===== src/rtl/uart_pkg.sv =====
// Shared constants and helpers for the UART receive/interrupt controller:
// IIR source IDs, FCR bit positions and the RX trigger-level decode.
package uart_pkg;

    localparam logic [3:0] IIR_RLS  = 4'b0110;
    localparam logic [3:0] IIR_RDA  = 4'b0100;
    localparam logic [3:0] IIR_CTO  = 4'b1100;
    localparam logic [3:0] IIR_THRE = 4'b0010;
    localparam logic [3:0] IIR_MSI  = 4'b0000;
    localparam logic [3:0] IIR_NONE = 4'b0001;

    localparam int FCR_FIFO_EN = 0;
    localparam int FCR_RX_CLR  = 1;
    localparam int FCR_TX_CLR  = 2;
    localparam int FCR_TRIG_LO = 6;
    localparam int FCR_TRIG_HI = 7;

    function automatic logic [3:0] trig_decode(input logic [1:0] sel);
        logic [3:0] lvl;
        case (sel)
            2'b00:   lvl = 4'd1;
            2'b01:   lvl = 4'd4;
            2'b10:   lvl = 4'd8;
            default: lvl = 4'd14;
        endcase
        return lvl;
    endfunction

endpackage


===== src/rtl/uart_rx_timeout.sv =====
// 16550-style character-timeout counter; saturates at the idle limit and
// raises a sticky timeout_pend until the FIFO is read, emptied or cleared.
module uart_rx_timeout
    import uart_pkg::*;
#(
    parameter int CNT_W          = 6,
    parameter int TICKS_PER_CHAR = 160,
    parameter int TIMEOUT_CHARS  = 4
) (
    input  logic             clk,
    input  logic             reset,
    input  logic             fifo_en,
    input  logic [CNT_W-1:0] rx_count,
    input  logic             rx_push,
    input  logic             rx_pop,
    input  logic             rx_clr,
    input  logic             baud_tick,
    output logic             timeout_pend
);

    localparam int LIMIT = TICKS_PER_CHAR * TIMEOUT_CHARS;
    localparam int TO_W  = $clog2(LIMIT + 1);

    logic [TO_W-1:0] cnt;
    logic            rx_empty;

    assign rx_empty = (rx_count == '0);

    always_ff @(posedge clk) begin
        if (reset) begin
            cnt          <= '0;
            timeout_pend <= 1'b0;
        end else begin
            if (rx_push || rx_pop || rx_empty || !fifo_en)
                cnt <= '0;
            else if (baud_tick && cnt != TO_W'(LIMIT))
                cnt <= cnt + TO_W'(1);

            // Clearing takes precedence: a pop always restarts the idle window.
            if (rx_pop || rx_empty || rx_clr)
                timeout_pend <= 1'b0;
            else if (cnt == TO_W'(LIMIT))
                timeout_pend <= 1'b1;
        end
    end

endmodule


===== src/rtl/uart_rx_irq_ctrl.sv =====
// UART RX controller: FCR decode, character timeout and prioritised IIR/irq.
// Optional modem-status interrupt source enabled by defining UART_MSR_IRQ_EN.
module uart_rx_irq_ctrl
    import uart_pkg::*;
#(
    parameter int FIFO_DEPTH     = 32,
    parameter int CNT_W          = 6,
    parameter int TICKS_PER_CHAR = 160,
    parameter int TIMEOUT_CHARS  = 4
) (
    input  logic             clk,
    input  logic             reset,
    input  logic             fcr_wr,
    input  logic [7:0]       fcr_wdata,
    input  logic [3:0]       ier,
    input  logic [CNT_W-1:0] rx_count,
    input  logic             rx_push,
    input  logic             rx_pop,
    input  logic [3:0]       lsr_err,
    input  logic             thr_empty,
    input  logic             iir_rd,
    input  logic             baud_tick,
`ifdef UART_MSR_IRQ_EN
    input  logic [3:0]       msr_delta,
`endif
    output logic             fifo_en,
    output logic             rx_fifo_clr,
    output logic             tx_fifo_clr,
    output logic [CNT_W-1:0] trig_level,
    output logic [7:0]       iir,
    output logic             irq
);

    if ((1 << CNT_W) <= FIFO_DEPTH) begin : g_cnt_w_check
        $error("CNT_W too narrow for FIFO_DEPTH");
    end

    logic       fifo_en_next;
    logic       mode_chg;
    logic       timeout_pend;
    logic       thre_pend;
    logic       thr_empty_q;
    logic       ier_thre_q;
    logic       thre_set;
    logic       thre_clr;
    logic       rda;
    logic [3:0] id;

    assign fifo_en_next = fcr_wr ? fcr_wdata[FCR_FIFO_EN] : fifo_en;
    assign mode_chg     = fcr_wr && (fcr_wdata[FCR_FIFO_EN] != fifo_en);

    // Clear pulses are suppressed while one is already high, so back-to-back
    // FCR writes can never stretch a pulse past one cycle.
    always_ff @(posedge clk) begin
        if (reset) begin
            fifo_en     <= 1'b0;
            rx_fifo_clr <= 1'b0;
            tx_fifo_clr <= 1'b0;
            trig_level  <= CNT_W'(1);
        end else begin
            fifo_en     <= fifo_en_next;
            rx_fifo_clr <= fcr_wr && !rx_fifo_clr && (fcr_wdata[FCR_RX_CLR] || mode_chg);
            tx_fifo_clr <= fcr_wr && !tx_fifo_clr && (fcr_wdata[FCR_TX_CLR] || mode_chg);
            if (fcr_wr)
                trig_level <= CNT_W'(trig_decode(fcr_wdata[FCR_TRIG_HI:FCR_TRIG_LO]));
        end
    end

    uart_rx_timeout #(
        .CNT_W          (CNT_W),
        .TICKS_PER_CHAR (TICKS_PER_CHAR),
        .TIMEOUT_CHARS  (TIMEOUT_CHARS)
    ) u_timeout (
        .clk          (clk),
        .reset        (reset),
        .fifo_en      (fifo_en),
        .rx_count     (rx_count),
        .rx_push      (rx_push),
        .rx_pop       (rx_pop),
        .rx_clr       (rx_fifo_clr),
        .baud_tick    (baud_tick),
        .timeout_pend (timeout_pend)
    );

    // Edge trackers follow their inputs through reset so no false edge is seen after it.
    always_ff @(posedge clk) begin
        thr_empty_q <= thr_empty;
        ier_thre_q  <= ier[1];
    end

    assign thre_set = (thr_empty && !thr_empty_q) || (ier[1] && !ier_thre_q && thr_empty);
    assign thre_clr = (iir_rd && iir[3:0] == IIR_THRE) || !thr_empty;

    always_ff @(posedge clk) begin
        if (reset)
            thre_pend <= 1'b0;
        else if (thre_set)
            thre_pend <= 1'b1;
        else if (thre_clr)
            thre_pend <= 1'b0;
    end

    assign rda = fifo_en ? (rx_count >= trig_level) : (rx_count != '0);

    always_comb begin
        id = IIR_NONE;
        if (ier[2] && |lsr_err)
            id = IIR_RLS;
        else if (ier[0] && rda)
            id = IIR_RDA;
        else if (ier[0] && timeout_pend)
            id = IIR_CTO;
        else if (ier[1] && thre_pend)
            id = IIR_THRE;
`ifdef UART_MSR_IRQ_EN
        else if (ier[3] && |msr_delta)
            id = IIR_MSI;
`endif
    end

`ifndef UART_MSR_IRQ_EN
    logic unused_ier3;
    assign unused_ier3 = ier[3];
`endif

    always_ff @(posedge clk) begin
        if (reset) begin
            iir <= 8'h01;
            irq <= 1'b0;
        end else begin
            iir <= {(fifo_en_next ? 2'b11 : 2'b00), 2'b00, id};
            irq <= !id[0];
        end
    end

endmodule


===== config.mk =====
export PLATFORM = sky130hd
export DESIGN_NAME = uart_rx_irq_ctrl
export DESIGN_NICKNAME = d
export VERILOG_FILES = /design/src/rtl/uart_pkg.sv /design/src/rtl/uart_rx_timeout.sv /design/src/rtl/uart_rx_irq_ctrl.sv
export SDC_FILE = /design/constraint.sdc
export NUM_CORES = 1
export LEC_CHECK = 0
export CORE_ASPECT_RATIO = 0.7
export CORE_MARGIN = 4
export CORE_UTILIZATION = 46
export DETAILED_ROUTE_END_ITERATION = 8
export PLACE_DENSITY = 0.83
export RECOVER_POWER = 100
export SYNTH_ARGS = -nofsm -noshare
export SYNTH_HDL_FRONTEND = slang
export SYNTH_SLANG_ARGS = --single-unit

===== constraint.sdc =====
create_clock -name clk -period 3.1 [get_ports clk]
set_input_delay 0.465 -clock clk [delete_from_list [all_inputs] [get_ports clk]]
set_output_delay 0.465 -clock clk [all_outputs]
set_load 0.02 [all_outputs]

== Word-level counts from Yosys, hierarchy flattened ==
Index checks and enable logic that the tools add are counted.
Operators by class
  add/subtract/negate cells: 1
  $lt $le $gt $ge: 1
  equal/unequal tests: 6
  muxes and demuxes: 10
  reduce and logical (&&, ||, !) cells: 38
Operator list (count)
  $logic_and A1 B1 Y1: 14
  $mux W4: 3
  $pmux W4 S3: 1
  $add A10 B1 Y10 const B: 1
  $eq A10 B10 Y1 const B: 1
  $ne A10 B10 Y1 const B: 1
  $logic_or A1 B1 Y1: 9
  $logic_not A1 Y1: 7
  $ge A6 B4 Y1: 1
  $logic_not A6 Y1: 1
  $reduce_bool A6 Y1: 1
  $eq A4 B2 Y1 const B: 1
  $mux W1: 4
  $mux W2: 2
  $reduce_or A2 Y1: 2
  $reduce_or A4 Y1: 1
  $reduce_or A3 Y1: 1
  $eq A2 B1 Y1 const B: 1
  $eq A2 B2 Y1 const B: 1
  $logic_not A2 Y1: 1
  $reduce_bool A2 Y1: 1
  $ne A1 B1 Y1: 1
Word-level totals
  register bits after elaboration: 30
  bits of input ports: 30
  output and inout port bits: 18

== Depth between registers and ports, before layout ==
  word-level depth: 6
  depth in mapped cells: 6
  mapped depth without buffers: 6

== Hierarchy ==
From an unflattened synthesis, not the netlist that was laid out.
Unflattened totals
  cells, all modules: 151
  area, all modules: 1356.3 um^2
Modules (own cells, without submodules)
  uart_rx_irq_ctrl: instances 1, cells each 83, area each 749.5 um^2, sequential area each 300.3 um^2
  uart_rx_timeout: instances 1, cells each 68, area each 606.8 um^2, sequential area each 220.2 um^2

== Worst setup path before layout ==
No wires, ideal clock.
  kind: register -> register
  start: reg trig_level[1]
  end: reg iir[2]
  library setup time: 0.120 ns
  arrival time: 1.421 ns
  required time: 2.980 ns
  slack: 1.559 ns
  stages on the path, launching flop included: 7
  path buffers: 0
  path through: dfxtp_1 inv_1 ha_1 o211ai_1 a21oi_1 o22a_1 o31a_1
On the way
  longest elaborated chain between the ends: 5
Ends and longest elaborated chain
  start, declared: line uart_rx_irq_ctrl.sv:29  | output logic [CNT_W-1:0] trig_level,
  start signal, assigned: line uart_rx_irq_ctrl.sv:65  | trig_level <= CNT_W'(trig_decode(fcr_wdata[FCR_TRIG_HI:FCR_TRIG_LO]));
  $ge A6 B4 Y1: line uart_rx_irq_ctrl.sv:103  | assign rda = fifo_en ? (rx_count >= trig_level) : (rx_count != '0);
  $mux W1: line uart_rx_irq_ctrl.sv:103
  $logic_and A1 B1 Y1: line uart_rx_irq_ctrl.sv:109  | else if (ier[0] && rda)
  $mux W4: line uart_rx_irq_ctrl.sv:109
  $mux W4: line uart_rx_irq_ctrl.sv:107  | if (ier[2] && |lsr_err)
  end signal, assigned: line uart_rx_irq_ctrl.sv:131  | iir <= {(fifo_en_next ? 2'b11 : 2'b00), 2'b00, id};
  end, declared: line uart_rx_irq_ctrl.sv:30  | output logic [7:0] iir,
No other way between the ends.
A chain may end at the register's enable or synchronous reset.

==> results.json <==
{
  "skew_ps": 3.48,
  "max_freq_mhz": 516,
  "critical_path.max_stage_delay_ps": 730,
  "area_delta_synth_final_pct": 36.5,
  "final_period_util": 0.626,
  "clock_latency_ps": 270,
  "drc": 0,
  "max-clock-path-buffers": 2,
  "period_needed_ps": 1940,
  "path_clk_slew_ps": 80,
  "power_uw": 744,
  "gr_ovfl_total": 0,
  "critical_path_peak_fanout": 8,
  "clock_sink_count": 26,
  "final-hold-violation-count": 0,
  "min-delay-path-class": "flop to flop",
  "number_of_antenna_violations_at_the_first_check_in_global_routing": 0,
  "synthDominantAreaCellType": "sky130_fd_sc_hd__dfxtp_1",
  "report.final.slew_viol_count": 0,
  "power.static_leakage_nw": 0.642,
  "grt_usage": 0.176,
  "drt.antenna.violating_nets": 0,
  "async_flop_share": 0,
  "yosys_warnings": 0,
  "first_pass_iters": 4,
  "grt_first_pass_wirelength_um": 5120,
  "num-nets-final": 219,
  "place_congestion": 0.923,
  "top_level_i_o_count": 48,
  "cellPowerDensity_mw_per_mm2": 437,
  "crit_path_cell_trace": "dlygate4sd3_1",
  "number_of_violations_reported_at_the_end_of_detailed_routing_iteration_0": 107,
  "tightestPinTransition_ps": 595,
  "status": "complete, no violations",
  "pin_count_of_the_biggest_net_entering_global_routing": 16,
  "synth.yosys.seq_area_share": 0.417,
  "initial_cell_density_of_the_core": 0.492,
  "post-cts-setup-buffers": 0,
  "rsz0062_at_grt": "false",
  "required_ps": 2630,
  "clock_tree.htree_level_count": 1,
  "synth_enable_flop_cells": 0,
  "count_of_input_and_output_buffers": 39,
  "ctsRootBufferMaster": "sky130_fd_sc_hd__clkbuf_8",
  "antenna_cells_inserted": 0,
  "placementRows": 15,
  "cell_types_with_the_largest_area_share_after_synthesis": "sky130_fd_sc_hd__dfxtp_1, sky130_fd_sc_hd__nor2_1, sky130_fd_sc_hd__ha_1",
  "die-area_mm2": 0.00362,
  "slew-limit-headroom": 0.598,
  "maxCapViolations": 0,
  "finalSetupTns_ps": 0,
  "crit_path_end_kind": "output pin",
  "number_of_gates_resized_after_cts": 0,
  "worst_ep_arrival_time_ps": 1470,
  "detailroute.via_count": 1129,
  "viasPerCell": 5.23,
  "worst_setup_path_start_kind": "flop",
  "number_of_flip_flops_and_latches_in_the_synthesized_netlist": 26,
  "critical_path.slowest_cell": "sky130_fd_sc_hd__dlygate4sd3_1",
  "post_detailed_route_wirelength_per_cell_um": 14.0,
  "postCtsHoldBufs": 0,
  "vdd_drop_max_v": 0.000191,
  "cts_tree": "built",
  "number_of_setup_violations_in_the_final_report": 0,
  "synthDominantCellAreaShare": 0.417,
  "cpLargestDelayFamily": "buffers and inverters",
  "die-height_um": 51.6,
  "synthDistinctLibCells": 32,
  "syn_inst": 144,
  "synthFlopType": "sky130_fd_sc_hd__dfxtp_1",
  "post_route_cells_drive_above_1_share": 0.0385,
  "hpwl_um": 2370,
  "hold-worst-slack_ps": 421,
  "synthesis.area_per_instance_um2": 8.66,
  "ys_top_cells_by_count": "sky130_fd_sc_hd__dfxtp_1, sky130_fd_sc_hd__nor2_1, sky130_fd_sc_hd__nand2_1, sky130_fd_sc_hd__inv_1, sky130_fd_sc_hd__a21oi_1",
  "syn_area_mm2": 0.00125,
  "cp_num_buf_inv": 1,
  "first_global_vias": 1136,
  "cts_buffers": 3,
  "die_x_um": 70.2,
  "drt-total-wl_um": 3030,
  "coreArea_mm2": 0.00253,
  "worstSetupPathType": "flop to output pin"
}
[metal layers]
metal  share of wire  GRT usage  vias up
li1                -          -      556
met1            0.45      0.231      527
met2            0.49      0.303       43
met3           0.058     0.0405        3
met4          0.0053     0.0287        0
met5               0          0        -
[where the power goes]
part / switching [mW] / leakage, nW / total, mW / internal (mW)
logic: 0.0542 / 0.394 / 0.113 / 0.0584
registers: 0.00795 / 0.213 / 0.353 / 0.345
clock network: 0.105 / 0.0357 / 0.278 / 0.173
[kinds of logic after synthesis]
| kind of cell | count (synthesis) | share of synthesized area |
|---|---|---|
| XOR/XNOR | 9 | 0.0632 |
| flip-flops | 26 | 0.417 |
| buffers and inverters | 17 | 0.0692 |
| adder cells (fa/ha/maj) | 6 | 0.0602 |
| other | 1 | 0.00301 |
| AND/OR/NAND/NOR | 62 | 0.243 |
| multiplexers | 4 | 0.0321 |
| AO/OA/AOI/OAI | 19 | 0.112 |
[flip-flops by register name (all words and copies together) (netlist names)]
| name | count |
|---|---|
| u_timeout.cnt | 10 |
| iir | 5 |
| trig_level | 4 |
| ier_thre_q | 1 |
| irq | 1 |
| rx_fifo_clr | 1 |
| thr_empty_q | 1 |
| thre_pend | 1 |
| tx_fifo_clr | 1 |
| u_timeout.timeout_pend | 1 |
[path summary, 6_finish.rpt]
check / from / to / slack [ps] / cells past startpoint
max reg2reg: trig_level[1]$_SDFFE_PP0P_ / iir[1]$_SDFF_PP0_ / 1550 / 6
min: tx_fifo_clr$_SDFF_PP0_ / tx_fifo_clr$_SDFF_PP0_ / 420 / 1
max: iir[6]$_SDFFE_PP0P_ / fifo_en / 1160 / 1
min reg2reg: tx_fifo_clr$_SDFF_PP0_ / tx_fifo_clr$_SDFF_PP0_ / 420 / 1
[cells in the final DEF (no fill, tap or decap), types with 5 or more instances in the layout]
cell                               n
sky130_fd_sc_hd__nor3_1            5
sky130_fd_sc_hd__nand4_1           5
sky130_fd_sc_hd__clkdlybuf4s50_1  21
sky130_fd_sc_hd__inv_1             9
sky130_fd_sc_hd__nor2_1           26
sky130_fd_sc_hd__dlygate4sd3_1    18
sky130_fd_sc_hd__xnor2_1           5
sky130_fd_sc_hd__a21oi_1           7
sky130_fd_sc_hd__nand2_1          13
sky130_fd_sc_hd__ha_1              6
sky130_fd_sc_hd__dfxtp_1          26
[final cells by class]
cell class / count / area (um^2)
fillers: 210 / 831
multi-input cells: 104 / 644
flip-flops and latches: 26 / 520
repair buffers: 39 / 390
well taps: 34 / 42.5
clock buffers: 3 / 41.3
inverters: 9 / 33.8
clock inverters: 1 / 30.0
[metrics by stage]
step,worst slack [ps],instance area (um^2),cells,utilization
floorplan,1560,1260,147,-
global placement,979,1640,212,0.647
detailed placement,1000,1640,212,0.647
CTS,1190,1710,216,0.675
global route,1050,1700,216,0.672
finish,1160,1700,216,0.672
Power figures use the tool's default switching activity.
